$ cat src/rtl/vga_stream_pkg.sv
// Shared types and sizes for the VGA pixel-stream blocks.
package vga_stream_pkg;

  typedef enum logic {
    RUN   = 1'b0,
    DRAIN = 1'b1
  } demux_state_t;

  localparam int unsigned PIX_W_DEFAULT = 3;
  localparam int unsigned SWITCH_CNT_W  = 16;

  // Saturating increment for event counters.
  function automatic logic [SWITCH_CNT_W-1:0] sat_inc(input logic [SWITCH_CNT_W-1:0] v);
    return (&v) ? v : v + SWITCH_CNT_W'(1);
  endfunction

endpackage

$ cat src/rtl/stream_reg.sv
// Single-slot valid/ready pipeline register: 1-cycle latency, full throughput.
module stream_reg #(
  parameter int unsigned WIDTH = 3
) (
  input  logic             clk,
  input  logic             reset,
  input  logic             s_valid,
  input  logic [WIDTH-1:0] s_data,
  output logic             s_ready,
  output logic             m_valid,
  output logic [WIDTH-1:0] m_data,
  input  logic             m_ready
);

  logic             hold_valid;
  logic [WIDTH-1:0] hold_data;

  // Slot may refill in the same cycle it is being consumed.
  assign s_ready = !hold_valid || m_ready;
  assign m_valid = hold_valid;
  assign m_data  = hold_data;

  always_ff @(posedge clk or posedge reset) begin
    if (reset) begin
      hold_valid <= 1'b0;
      hold_data  <= '0;
    end else if (s_valid && s_ready) begin
      hold_valid <= 1'b1;
      hold_data  <= s_data;
    end else if (m_ready) begin
      hold_valid <= 1'b0;
    end
  end

endmodule

$ cat src/rtl/stream_demux_1_2.sv
// Registered 1:2 pixel-stream demux; destination changes only at frame starts after the slot drains.
// Optional switch counter port: define STREAM_DEMUX_SWITCH_CNT_EN.
module stream_demux_1_2
  import vga_stream_pkg::*;
#(
  parameter int unsigned WIDTH    = PIX_W_DEFAULT,
  parameter logic        SEL_INIT = 1'b0
) (
  input  logic             clk,
  input  logic             reset,
  input  logic             sel_req,
  input  logic             frame_start,
  input  logic             in_valid,
  input  logic [WIDTH-1:0] in_data,
  output logic             in_ready,
  output logic             out0_valid,
  output logic [WIDTH-1:0] out0_data,
  input  logic             out0_ready,
  output logic             out1_valid,
  output logic [WIDTH-1:0] out1_data,
  input  logic             out1_ready,
  output logic             sel_active,
  output logic             switching
`ifdef STREAM_DEMUX_SWITCH_CNT_EN
  ,
  output logic [SWITCH_CNT_W-1:0] switch_cnt
`endif
);

  demux_state_t     state_q, state_d;
  logic             sel_active_q, sel_active_d;
  logic             sel_pend_q, sel_pend_d;
  logic             switch_evt;
  logic             active_ready;
  logic             slot_ready;
  logic             hold_valid;
  logic [WIDTH-1:0] hold_data;

  assign active_ready = sel_active_q ? out1_ready : out0_ready;

  stream_reg #(.WIDTH(WIDTH)) u_slot (
    .clk     (clk),
    .reset   (reset),
    .s_valid (in_valid && (state_q == RUN)),
    .s_data  (in_data),
    .s_ready (slot_ready),
    .m_valid (hold_valid),
    .m_data  (hold_data),
    .m_ready (active_ready)
  );

  assign in_ready   = !reset && (state_q == RUN) && slot_ready;
  assign out0_valid = hold_valid && !sel_active_q;
  assign out1_valid = hold_valid && sel_active_q;
  assign out0_data  = sel_active_q ? '0 : hold_data;
  assign out1_data  = sel_active_q ? hold_data : '0;
  assign sel_active = sel_active_q;
  assign switching  = (state_q == DRAIN);

  always_ff @(posedge clk or posedge reset) begin
    if (reset) begin
      state_q      <= RUN;
      sel_active_q <= SEL_INIT;
      sel_pend_q   <= SEL_INIT;
    end else begin
      state_q      <= state_d;
      sel_active_q <= sel_active_d;
      sel_pend_q   <= sel_pend_d;
    end
  end

  // A repeat request matching the current sink aborts the drain before the slot empties.
  always_comb begin
    state_d      = state_q;
    sel_active_d = sel_active_q;
    sel_pend_d   = sel_pend_q;
    switch_evt   = 1'b0;
    case (state_q)
      RUN: begin
        if (frame_start && (sel_req != sel_active_q)) begin
          state_d    = DRAIN;
          sel_pend_d = sel_req;
        end
      end
      DRAIN: begin
        if (frame_start) begin
          sel_pend_d = sel_req;
        end
        if (frame_start && (sel_req == sel_active_q)) begin
          state_d = RUN;
        end else if (!hold_valid || active_ready) begin
          state_d      = RUN;
          sel_active_d = sel_pend_d;
          switch_evt   = (sel_pend_d != sel_active_q);
        end
      end
      default: state_d = RUN;
    endcase
  end

`ifdef STREAM_DEMUX_SWITCH_CNT_EN
  logic [SWITCH_CNT_W-1:0] switch_cnt_q;

  always_ff @(posedge clk or posedge reset) begin
    if (reset) begin
      switch_cnt_q <= '0;
    end else if (switch_evt) begin
      switch_cnt_q <= sat_inc(switch_cnt_q);
    end
  end

  assign switch_cnt = switch_cnt_q;
`else
  logic unused_switch_evt;
  assign unused_switch_evt = switch_evt;
`endif

endmodule

$ cat config.mk
export PLATFORM = sky130hd
export DESIGN_NAME = stream_demux_1_2
export DESIGN_NICKNAME = d
export VERILOG_FILES = /design/src/rtl/vga_stream_pkg.sv /design/src/rtl/stream_reg.sv /design/src/rtl/stream_demux_1_2.sv
export SDC_FILE = /design/constraint.sdc
export NUM_CORES = 1
export LEC_CHECK = 0
export BUFFER_PORTS_ARGS = -buffer_cell sky130_fd_sc_hd__buf_2
export CAP_MARGIN = 25
export CELL_PAD_IN_SITES_DETAIL_PLACEMENT = 2
export CELL_PAD_IN_SITES_GLOBAL_PLACEMENT = 2
export CORE_MARGIN = 3
export CORE_UTILIZATION = 20
export DETAILED_ROUTE_END_ITERATION = 10
export PLACE_DENSITY_LB_ADDON = 0.1
export SLEW_MARGIN = 20
export SYNTH_ARGS = -nofsm -noshare
export SYNTH_HDL_FRONTEND = slang
export SYNTH_SLANG_ARGS = --single-unit
$ cat constraint.sdc
create_clock -name clk -period 1.1 [get_ports clk]
set_input_delay 0.11 -clock clk [delete_from_list [all_inputs] [get_ports clk]]
set_output_delay 0.11 -clock clk [all_outputs]
set_load 0.01 [all_outputs]
==> results.toml, run 1 <==
[outcome]
outcome = "finished, violations left"
violations = "setup timing"

[grt]
grt_pass1_wl_um = 1952
grt_max_degree = 14
grt_pass1_vias = 421
antenna_found_initial = 0
overflow = 0
track_usage_pct = 10.45

[cts]
cts_buffers = 3
cts_tree = "yes"
clk_path_buf_depth = 2
clkTransAtPathRegs_ns = 0.05
clock-sinks = 7
clock_latency_ns = 0.25
root_buffer = "clkbuf_4"
htreeDepth = 1

[power_and_ir_drop]
powerDensity_mw_per_mm2 = 2861
p_leak_nw = 0.3385
peakVddDrop_v = 0.0008475
p_total_mw = 1.926

[min_path]
hold_class = "input pin to register"
min_from = "in_data[0]"

[sta]
setup_viol = 15
max_slew_margin_pct = 81.25
drv_slew = 0
tightest_slew_ns = 0.2757
post-route-period-util_pct = 119.8
rsz0062_at_grt = "yes"
period_needed_ns = 1.318
finClkSkew_ns = 0.002231
fmax_mhz = 758.8
whs_ns = 0.08967
timing.final.hold_violations = 0
worst_slack_ns = -0.2179

[floorplanning]
rows = 15
dieArea_sq_mm = 0.002539
io_pins = 21
die_h_um = 50.39
core_sq_mm = 0.001802
initial_core_util_pct = 21.87
die_x_um = 50.39

[cells_and_area]
n_fill_cell = 221
drive_gt1_share_pct = 57.75
synthToLayoutAreaGrowth_pct = 70.79
num_antenna_cells = 0
nets = 82

[placed_design]
routabilityCongestion = 0.7611
dpl.hpwl_um = 935.8
numPortBuffers = 20

[yosys]
synth_top_area_share_pct = 44.44
ys_top_cells_by_area = "dfrtp_1 44%, mux2_1 8.6%, mux2i_1 7.6%"
synth_area_sq_um = 394.1
synth_ff_type = "dfrtp_1"
syn_area_per_cell_sq_um = 9.853
synthArstFlopShare_pct = 100.0
synth_top_cell_by_area = "dfrtp_1"
synth_top_cells_by_count = "7 x dfrtp_1, 4 x a21oi_1, 4 x and2_1"
syn_nets = 50
synth_cell_types = 18
synth-edff-count = 0
synth-seq-cells = 7
yosys_warnings = 0
syn_inst = 40
synth-seq-area-share_pct = 44.44
yosysMostFrequentCell = "dfrtp_1"

[drt]
wl_um = 1315
drc_errors = 0
first_pass_iters = 4
ant_nets = 0
vias = 394
drt_iter0_drc = 4
viasPerCell = 4.104
wl_per_cell_um = 13.70

[critical_path]
cp.arrival_ns = 1.21
path_max_fanout = 7
crit_start = "sel_active"
critPathKind = "register to output port"
worstSetupStartpointType = "register"
r2r_start = "sel_active"
end_kind = "output port"
cp.required_ns = 0.99

[flow_run]
maxCapViolations = 0
-- routing by layer --
metal  routed length [um]  global-route usage [%]
met4                   20                   4.036
met2                  566                   16.30
met1                  637                   13.19
met5                    0                       0
met3                   90                   3.561
-- logic make-up (layout without fill, tap and decap cells) --
group                     after synthesis  after routing  synth area share [%]
and+or+nand+nor                        13             13                 18.73
muxes                                   6              6                 16.19
xor gates and xnor gates                1              1                 2.223
AOI/OAI and AO/OA                       9              9                 14.29
buffers and inverters                   4             35                 4.126
DFF                                     7              7                 44.44
-- repair_timing --
item,4_1_cts,5_1_grt
endpoints found under the hold margin,7,0
hold buffers,1,0
buffers inserted,0,2
resized for setup,3,7
setup endpoints to repair,14,15
cloned,0,1
pin swaps,1,1
-- registers in the layout, indices dropped and copies added (netlist names) --
register / cells
sel_pend_q: 1
sel_active: 1
u_slot.m_data: 3
u_slot.m_valid: 1
switching: 1
-- final timing paths --
kind | end | slack [ns] | depth (start not counted)
setup / recovery | out1_data[2] | -0.22 | 4
hold / removal | u_slot.m_data[0] | 0.09 | 2
setup reg to reg | u_slot.m_data[0] | -0.21 | 3
hold reg to reg | u_slot.m_data[0] | 0.52 | 1
max in group asynchronous | switching | 0.53 | 3
min in group asynchronous | sel_active | 0.34 | 3
-- stage by stage --
stage | setup TNS, ns | utilization [%] | setup WS [ns] | cell area, sq um | cells
finish | -2.817 | 37.36 | -0.2179 | 673.1 | 96
global placement | -0.4201 | 30.90 | -0.1344 | 556.8 | 88
global route | -3.548 | 37.36 | -0.2877 | 673.1 | 96
CTS | -1.985 | 33.61 | -0.2342 | 605.6 | 93
detailed placement | -0.5316 | 30.90 | -0.1674 | 556.8 | 88
floorplan | -0.4210 | - | -0.1400 | 400.4 | 40
-- power by group --
part           switching [mW]  internal (mW)
logic                   0.542          0.665
clock network          0.0989          0.139
registers              0.0938          0.387
-- final cells by class --
type | instances | area [sq um] | share of cell area, %
inverters | 3 | 11.26 | 1.673
clock buffers | 4 | 26.28 | 3.903
flip-flops and latches | 7 | 177.7 | 26.39
repair buffers | 28 | 193.9 | 28.81
well taps | 25 | 31.28 | 4.647
multi-input cells | 29 | 232.7 | 34.57
-- worst max-delay path, cell delays in order (launching register included) --
cell and delay (ns):
dfrtp_2 0.41, buf_4 0.16, buf_8 0.13, and2_1 0.13
buf_2 0.13
-- placed cells by master (no fill, tap or decap), types with 2 or more instances in the layout --
master and n:
a21oi_1 3, a21oi_2 2, and2_1 4, buf_2 19, buf_4 5, clkbuf_4 3, dfrtp_1 5, dfrtp_2 2
inv_1 3, mux2_4 2, mux2i_1 2, nand2_1 2, nand2b_1 2, nor2b_1 2
Note: power is estimated with default switching activity, not from simulation.
==> run 2: changes to the inputs <==
--- a/constraint.sdc
+++ b/constraint.sdc
@@ -3,2 +3,2 @@
 set_output_delay 0.11 -clock clk [all_outputs]
-set_load 0.01 [all_outputs]
+set_load 0.02 [all_outputs]
==> run 2 against run 1 <==
Sequential cell count is the same. Global-route usage up 2.0 points. Critical path type unchanged. Total power rose by 42%. Highest routed layer is now met3. Largest power group unchanged. The flow still finishes with violations (setup timing). Die area stayed put. Routed wire length rose by 14%.
==> results.toml, run 2 (synthesis results as in run 1) <==
[outcome]
outcome = "finished, violations left"
violations = "setup timing"

[critical_path]
cp.required_ns = 0.99
path_max_fanout = 2
rr_endpoint = "u_slot.m_data[2]"
crit_path_top_delay_cell = "dfrtp_2"
end_kind = "output port"
critPathKind = "register to output port"
cp.arrival_ns = 1.30
worstSetupStartpointType = "register"
r2r_cells = 4
max_stage_delay_ns = 0.42
cpMostUsedCell = "buf_4"
cpLargestDelayFamily = "flip-flops"
crit_path_cell_trace = "mux2i_2 -> buf_4 -> a211oi_2 -> buf_4"
r2r_slack_ns = -0.24
crit_buf_inv = 2
r2r_start = "sel_active"

[drt]
vias = 444
drc_errors = 0
viasPerCell = 4.353
wl_per_cell_um = 14.64
wl_um = 1493
first_pass_iters = 1
ant_nets = 0
drt_iter0_drc = 0

[cells_and_area]
nets = 88
drive_gt1_share_pct = 71.43
n_fill_cell = 202
stdcell_area_sq_um = 837.1
fin_util_pct = 46.46
synthToLayoutAreaGrowth_pct = 112.4
multi_input_area_sq_um = 280.3
final_common_cell = "buf_6"
num_antenna_cells = 0
largest_reg_flops = 3
final_cell_mix = "12 x buf_6, 10 x buf_4, 9 x buf_2"
seqCellArea_sq_um = 177.7

[floorplanning]
core_sq_mm = 0.001802
die_x_um = 50.39
rows = 15
io_pins = 21
dieArea_sq_mm = 0.002539
die_h_um = 50.39
initial_core_util_pct = 21.87

[grt]
track_usage_pct = 12.45
grt_pass1_vias = 469
grt_pass1_wl_um = 2270
antenna_found_initial = 0
grt_max_degree = 13
overflow = 0

[cts]
clock_latency_ns = 0.25
cts_buffers = 3
root_buffer = "clkbuf_4"
htreeDepth = 1
clkTransAtPathRegs_ns = 0.05
clk_path_buf_depth = 2
cts_tree = "yes"
clock-sinks = 7

[sta]
finClkSkew_ns = 0.001840
worst_slack_ns = -0.3119
setup_viol = 17
tns_ns = -3.364
post-route-period-util_pct = 128.4
fmax_mhz = 708.3
tightest_slew_ns = 0.2994
rsz0062_at_grt = "yes"
max_slew_margin_pct = 80.02
period_needed_ns = 1.412
timing.final.hold_violations = 0
drv_slew = 0

[placed_design]
numPortBuffers = 20
place_ws_ns = -0.1766
dpl.hpwl_um = 996.9
routabilityCongestion = 0.7000
placed_area_sq_um = 569.3

[min_path]
whs_path_depth = 2
holdPathEnd = "u_slot.m_data[0]"
min_from = "in_data[0]"
hold_class = "input pin to register"

[flow_run]
maxCapViolations = 0

[power_and_ir_drop]
peakVddDrop_v = 0.001363
powerDensity_mw_per_mm2 = 3257
p_leak_nw = 0.4094
-- run 2: cell type report --
type / count / area share (%)
Timing Repair Buffer: 34 / 37.07
Multi-Input combinational cell: 29 / 33.48
Sequential cell: 7 / 21.23
Tap cell: 25 / 3.737
Clock buffer: 4 / 3.139
Inverter: 3 / 1.345
-- run 2: what timing repair did --
item,4_1_cts,5_1_grt
gates resized for setup,32,13
pin swaps,2,0
hold buffers,1,0
setup buffers,4,4
gates cloned,0,1
endpoints found under the setup margin,16,17
hold endpoints to repair,7,0
-- run 2: worst max path at each step --
stage,start,endpoint,slack [ns],depth (start not counted)
after floorplan,sel_active,u_slot.m_data[0],-0.18,3
after global placement,sel_active,u_slot.m_data[1],-0.11,3
after detailed placement,sel_active,u_slot.m_data[2],-0.18,3
after CTS,sel_active,in_ready,-0.32,4
after global routing,sel_active,in_ready,-0.39,4
final,sel_active,in_ready,-0.31,4
-- run 2: metal layers --
layer  GRT usage [%]  vias to the layer above  part of all wire [%]
met5               0                        -                     0
met4           6.726                        0                     0
met3           2.967                        0                   5.4
met2           21.30                       16                    52
met1           14.13                      214                    43
li1                -                      214                     -
-- run 2: through the flow --
stage               hold slack, ns  power, mW  cells
floorplan                 -0.08674      1.143     40
global placement           0.07936      1.546     89
detailed placement         0.08865      1.568     89
CTS                        0.08216      2.377     98
global route               0.09142      2.917    102
finish                     0.09513      2.726    102
-- run 2: power breakdown --
group	leakage (nW)	internal, mW	switching (mW)
Sequential	0.0814	0.387	0.106
Combinational	0.313	1.15	0.840
Clock	0.0150	0.139	0.0999
Total	0.409	1.68	1.05
